File: config.mk
export PLATFORM = sky130hd
export DESIGN_NAME = tx_128b130b_lane_framer
export DESIGN_NICKNAME = d
export VERILOG_FILES = /design/src/rtl/tx_128b130b_lane_framer.sv
export SDC_FILE = /design/constraint.sdc
export NUM_CORES = 2
export LEC_CHECK = 0
export CORE_ASPECT_RATIO = 0.7
export CORE_MARGIN = 2
export CORE_UTILIZATION = 30
export CTS_CLUSTER_SIZE = 20
export DETAILED_ROUTE_END_ITERATION = 7
export GPL_TIMING_DRIVEN = 0
export PLACE_DENSITY = 0.55
export SLEW_MARGIN = 25
export SYNTH_ARGS = -nofsm -noshare
export SYNTH_HDL_FRONTEND = slang
export SYNTH_SLANG_ARGS = --single-unit
export TNS_END_PERCENT = 30
File: constraint.sdc
create_clock -name clk1 -period 3.3 [get_ports clk1]
set_input_delay 0.66 -clock clk1 [delete_from_list [all_inputs] [get_ports clk1]]
set_output_delay 0.66 -clock clk1 [all_outputs]
set_load 0.03 [all_outputs]
File: src/rtl/tx_128b130b_lane_framer.sv
// tx_128b130b_lane_framer: 128b/130b transmit framer with a per-lane sync header,
//   per-lane 23-bit LFSR scrambling and one-bit-per-clock serialisation.
// Latency: a block accepted at edge E shows H0 after edge E+1 and its last payload bit after edge E+130.
// Backpressure: one holding register, tx_ready = ~hold_full; output is gapless when the next block
//   is accepted no later than the edge that presents index 129.
//
// Ports:
//   clk1        block clock, all logic on the rising edge
//   rst1        asynchronous active-low reset
//   tx_valid    block present on DLL_data / k / en_scram
//   tx_ready    holding register empty, a block can be accepted
//   DLL_data    LANES x 128-bit payload, lane L in bits [L*128 +: 128]
//   k           1 = ordered-set block, 0 = data block
//   en_scram    1 = scramble the payload of a data block
//   lfsr_reseed pulse, all lanes reseed at the next block load
//   data_out    registered serial bit per lane
//   block_start high while data_out carries H0
//   tx_active   high while a block is being shifted out
module tx_128b130b_lane_framer #(
  parameter int LANES = 4
) (
  input  logic                 clk1,
  input  logic                 rst1,
  input  logic                 tx_valid,
  output logic                 tx_ready,
  input  logic [LANES*128-1:0] DLL_data,
  input  logic                 k,
  input  logic                 en_scram,
  input  logic                 lfsr_reseed,
  output logic [LANES-1:0]     data_out,
  output logic                 block_start,
  output logic                 tx_active
);

  localparam logic [7:0]  LAST_IDX = 8'd129;
  localparam logic [22:0] LFSR_TAPS = 23'h210125;

  typedef enum logic {
    ST_IDLE = 1'b0,
    ST_SEND = 1'b1
  } state_t;

  // Seed table repeats every eight lanes.
  function automatic logic [22:0] lane_seed(input int lane);
    logic [22:0] s;
    case (lane % 8)
      0:       s = 23'h1DBFBC;
      1:       s = 23'h0607BB;
      2:       s = 23'h1EC760;
      3:       s = 23'h18C0DB;
      4:       s = 23'h010F12;
      5:       s = 23'h19CFC9;
      6:       s = 23'h0277CE;
      default: s = 23'h1BB807;
    endcase
    return s;
  endfunction

  // Galois step for x^23+x^21+x^16+x^8+x^5+x^2+1; the bit shifted out is lfsr[22].
  function automatic logic [22:0] lfsr_step(input logic [22:0] cur);
    return {cur[21:0], 1'b0} ^ (cur[22] ? LFSR_TAPS : 23'h0);
  endfunction

  // Holding stage
  logic                    hold_full_q, hold_full_d;
  logic [LANES-1:0][127:0] hold_dat_q, hold_dat_d;
  logic                    hold_k_q, hold_k_d;
  logic                    hold_scr_q, hold_scr_d;

  // Shift stage
  state_t                  state_q, state_d;
  logic [7:0]              idx_q, idx_d;
  logic [LANES-1:0][127:0] sh_dat_q, sh_dat_d;
  logic                    sh_k_q, sh_k_d;
  logic                    sh_scr_q, sh_scr_d;

  // Scrambler and reseed request
  logic [LANES-1:0][22:0]  lfsr_q, lfsr_d;
  logic                    reseed_q, reseed_d;

  // Registered outputs
  logic [LANES-1:0]        data_out_q, data_out_d;
  logic                    block_start_q, block_start_d;
  logic                    tx_active_q, tx_active_d;

  logic                    accept;
  logic                    load;

  always_comb begin
    accept = tx_valid & ~hold_full_q;
    // A load happens from IDLE, or on the edge that retires index 129 of the current block.
    load   = hold_full_q & ((state_q == ST_IDLE) || ((state_q == ST_SEND) && (idx_q == LAST_IDX)));

    hold_full_d   = hold_full_q;
    hold_dat_d    = hold_dat_q;
    hold_k_d      = hold_k_q;
    hold_scr_d    = hold_scr_q;
    state_d       = state_q;
    idx_d         = idx_q;
    sh_dat_d      = sh_dat_q;
    sh_k_d        = sh_k_q;
    sh_scr_d      = sh_scr_q;
    lfsr_d        = lfsr_q;
    reseed_d      = reseed_q | lfsr_reseed;
    data_out_d    = '0;
    block_start_d = 1'b0;
    tx_active_d   = 1'b0;

    // Holding register: a same-edge accept keeps it full even while it is being drained.
    if (load) begin
      hold_full_d = 1'b0;
    end
    if (accept) begin
      hold_full_d = 1'b1;
      hold_dat_d  = DLL_data;
      hold_k_d    = k;
      hold_scr_d  = en_scram;
    end

    if (load) begin
      state_d  = ST_SEND;
      idx_d    = 8'd0;
      sh_dat_d = hold_dat_q;
      sh_k_d   = hold_k_q;
      // Ordered-set blocks are never scrambled, so fold k into the enable here.
      sh_scr_d = hold_scr_q & ~hold_k_q;
      // A reseed pulse on this very edge applies to this load.
      if (reseed_q | lfsr_reseed) begin
        for (int l = 0; l < LANES; l++) begin
          lfsr_d[l] = lane_seed(l);
        end
      end
      reseed_d      = 1'b0;
      data_out_d    = {LANES{hold_k_q}};  // H0: 1 for ordered set, 0 for data
      block_start_d = 1'b1;
      tx_active_d   = 1'b1;
    end else if (state_q == ST_SEND) begin
      if (idx_q == LAST_IDX) begin
        // Underrun: nothing waiting, drop to IDLE with quiet outputs.
        state_d = ST_IDLE;
        idx_d   = 8'd0;
      end else begin
        idx_d       = idx_q + 8'd1;
        tx_active_d = 1'b1;
        if (idx_q == 8'd0) begin
          data_out_d = {LANES{~sh_k_q}};  // H1 is the complement of H0
        end else begin
          // Payload leaves LSB first from the bottom of each lane's shift register.
          for (int l = 0; l < LANES; l++) begin
            data_out_d[l] = sh_dat_q[l][0] ^ (sh_scr_q & lfsr_q[l][22]);
            sh_dat_d[l]   = {1'b0, sh_dat_q[l][127:1]};
            if (sh_scr_q) begin
              lfsr_d[l] = lfsr_step(lfsr_q[l]);
            end
          end
        end
      end
    end
  end

  always_ff @(posedge clk1 or negedge rst1) begin
    if (!rst1) begin
      hold_full_q   <= 1'b0;
      hold_dat_q    <= '0;
      hold_k_q      <= 1'b0;
      hold_scr_q    <= 1'b0;
      state_q       <= ST_IDLE;
      idx_q         <= 8'd0;
      sh_dat_q      <= '0;
      sh_k_q        <= 1'b0;
      sh_scr_q      <= 1'b0;
      for (int l = 0; l < LANES; l++) begin
        lfsr_q[l] <= lane_seed(l);
      end
      reseed_q      <= 1'b0;
      data_out_q    <= '0;
      block_start_q <= 1'b0;
      tx_active_q   <= 1'b0;
    end else begin
      hold_full_q   <= hold_full_d;
      hold_dat_q    <= hold_dat_d;
      hold_k_q      <= hold_k_d;
      hold_scr_q    <= hold_scr_d;
      state_q       <= state_d;
      idx_q         <= idx_d;
      sh_dat_q      <= sh_dat_d;
      sh_k_q        <= sh_k_d;
      sh_scr_q      <= sh_scr_d;
      lfsr_q        <= lfsr_d;
      reseed_q      <= reseed_d;
      data_out_q    <= data_out_d;
      block_start_q <= block_start_d;
      tx_active_q   <= tx_active_d;
    end
  end

  assign tx_ready    = ~hold_full_q;
  assign data_out    = data_out_q;
  assign block_start = block_start_q;
  assign tx_active   = tx_active_q;

endmodule

==> metrics.md <==
| Metric | Value |
|---|---|
| Status | `complete, no violations` |
| Clk buf depth | `3` |
| Largest net degree at the start of global routing | `approximately 130` |
| Synth area leaders | `dfrtp_1 (56%), a22oi_2 (13%), mux2_2 (12%)` |
| Hold WS | `between 0.4 and 0.5 ns` |
| Die ar. | `165000 sq um` |
| Final Hold Fails | `0` |
| First-pass GRT wire length | `194 mm` |
| Kind of critical path | `primary input to flop` |
| Most frequent cells after synthesis | `dfrtp_1 (1088), mux2_2 (514), inv_1 (512), o21ai_1 (507), a22oi_2 (487)` |
| Net Count, Synth | `between 4000 and 5000` |
| Yosys warnings | `0` |
| CTS buffer count | `119` |
| Post-synth EDFFs | `0` |
| Initial Utilization | `0.302` |
| Vias in the first global route | `roughly 32000` |
| Cells after synthesis | `between 3000 and 4000` |
| Period utilization | `0.953` |
| Worst Tran Pin Value | `1.02 ns` |
| Mapped Area | `48500 sq um` |
| Setup violators final | `0` |
| Post-synth cell types | `44` |
| Post-DP HPWL | `84.0 mm` |
| Clock transition at path regs | `0.07 ns` |
| H-tree levels | `3` |
| DR WL met3 | `5.19 mm` |
| Root Driver | `clkbuf_16` |
| Synth area leader | `dfrtp_1` |
| Crit end category | `flop` |
| Post-CTS Setup Bufs | `0` |
| Register bit total from synthesis | `1136` |
| Worst EP required | `3.90 ns` |
| Area growth from synthesis to layout | `25.7%` |
| Max layer used | `met5` |
| Syn_area_per_cell | `between 10 and 15 sq um` |
| Asr flop ratio synth | `1.00` |
| Worst hold path class | `flop to flop` |
| Critical path launch point type | `primary input` |
| Max-cap viol count | `0` |
| TritonCTS clock tree | `done` |
| Min cycle time layout | `3.15 ns` |
| Placer Congestion | `between 0.7 and 0.8` |
| DRT met1 WL | `60.2 mm` |
| Number of I/O port buffers | `524` |
| NumNets Final | `5004` |
| Initial antenna violation count | `24` |
| Primary FF master, synth | `dfrtp_1` |
| DRC | `0` |
| Yosys top cell area share | `0.561` |
| Lkg Pwr | `23.6 nW` |
| Max-slew violation count | `0` |
| Ports | `525` |
| Util after Layout | `0.379` |
| Total number of vias | `30900` |
| Crit Path Max Fanout | `10` |
| Overall overflow remaining after global route | `0` |
| Total routed wirelength | `122 mm` |
| Die W | `485 microns` |
| Arr. time, crit path | `3.75 ns` |
| # rows | `~120` |
| Avg WL per Cell | `18.2 microns` |
| Layout fillers | `roughly 16000` |
| # clock sinks | `1136` |
| Sequential area share after synthesis | `0.587` |
| Final Skew | `0.0299 ns` |
| Worst-case vdd ir drop | `0.000487 V` |
| DR iter-0 viols | `1837` |
| Core Region | `about 160000 sq um` |
| Met2 routed WL | `53.3 mm` |
| Routed Antenna Nets | `0` |
| Max-slew headroom | `0.315` |
| Most instantiated library cell after synthesis | `dfrtp_1` |
| Via density | `4.61` |
| Total GRT Usage | `0.149` |
| Pre-Repair DR Iteration Count | `7` |
| Pwr dens | `a little under 800 nW/um^2` |
| Die height | `340 microns` |
| Clk_lat worst skew | `0.75 ns` |
| Share of cells above drive strength 1 | `0.302` |
| Max frequency | `0.318 GHz` |
==> metrics by stage <==
stage | instances | setup WS (ns) | total power (W) | area, sq um | TNS [ns]
floorplan | 3828 | 1.11 | 0.0297 | 48500 | 0
finish | 6718 | 0.154 | 0.0474 | 60900 | 0
detailed placement | 6486 | -1.04 | 0.0332 | 56700 | -397.04
global placement | 6477 | -52.61 | 0.0329 | 56400 | -
CTS | 6705 | 0.0573 | 0.0482 | 60900 | 0
global route | 6717 | -0.00429 | 0.0504 | 60900 | -0.00429
==> cell usage in the layout (no fill, tap or decap), types with 4 or more instances in the layout <==
master,count
buf_1,16
clkbuf_8,23
a22oi_1,22
a211oi_1,8
nand2_1,93
buf_2,49
o21ai_1,507
bufinv_16,16
clkbuf_2,6
clkbuf_1,164
nor2_1,8
a22oi_2,487
o21ai_0,129
dfstp_2,48
clkdlybuf4s50_1,523
nand3_1,6
a21oi_1,60
inv_1,512
diode_2,13
o211ai_1,12
buf_16,10
xnor2_1,24
clkinv_2,24
clkinvlp_4,4
mux2_2,514
clkinv_4,5
clkbuf_16,122
dfrtp_1,1088
buf_6,55
==> path summary, 6_finish.rpt <==
check | startpoint | endpoint | slack (ns) | depth (start not counted)
min in group asynchronous | rst1 | sh_dat_q[483]$_DFFE_PN0P_ | 0.49 | 2
hold reg to reg | lfsr_q[88]$_DFFE_PN1P_ | lfsr_q[89]$_DFFE_PN1P_ | 0.45 | 2
hold / removal | lfsr_q[88]$_DFFE_PN1P_ | lfsr_q[89]$_DFFE_PN1P_ | 0.45 | 2
setup / recovery | tx_valid | hold_dat_q[130]$_DFFE_PN0P_ | 0.15 | 6
setup reg to reg | idx_q[1]$_DFFE_PN0P_ | sh_dat_q[128]$_DFFE_PN0P_ | 0.19 | 7
max in group asynchronous | rst1 | hold_dat_q[211]$_DFFE_PN0P_ | 0.49 | 5
==> sequential cells by signal, indices dropped and copies added, names as in the netlist <==
name         flops
hold_scr_q       1
block_start      1
hold_full_q      1
data_out         4
lfsr_q          92
idx_q            8
sh_scr_q         1
tx_active        1
hold_dat_q     512
sh_dat_q       512
sh_k_q           1
reseed_q         1
hold_k_q         1
==> what timing repair did <==
item,4_1_cts,5_1_grt
hold buffers,1,0
gates resized for setup,6,6
pin swaps,0,0
endpoints found under the hold margin,70,0
endpoints found under the setup margin,610,71
==> worst max-delay path, stage by stage <==
cell	delay [ns]
clkdlybuf4s50_1	0.69
nor2b_1	0.21
buf_2	0.58
clkbuf_1	0.61
clkbuf_1	0.58
mux2_2	0.40
==> power by group <==
part           internal [W]  switching, W
logic               0.00574       0.00404
registers            0.0194       0.00371
clock network       0.00854       0.00600
total                0.0336        0.0138
==> layout make-up <==
type | instances | area, sq um | area share
tap | 2125 | 2660 | 0.0436
multi-input combinational | 1903 | 16600 | 0.272
antenna | 13 | 32.5 | 0.000534
clock inverter | 55 | 776 | 0.0127
clock buffer | 163 | 3440 | 0.0564
sequential | 1136 | 28500 | 0.467
inverter | 514 | 1930 | 0.0317
timing repair buffer | 534 | 5520 | 0.0906
buffer | 275 | 1530 | 0.0250
==> layer usage <==
layer	vias up	track usage
met5	-	0
met4	18	0.0440
met3	179	0.0330
met2	478	0.217
met1	15600	0.219
li1	14700	-
==> logic make-up after synthesis <==
logic type | synth area share
simple gates | 0.0108
mux | 0.120
fa+ha+maj | 0.000774
compound gates | 0.206
flops | 0.587
buf+inv | 0.0710
xor+xnor | 0.00451
Note: power is estimated with default switching activity, not from simulation.
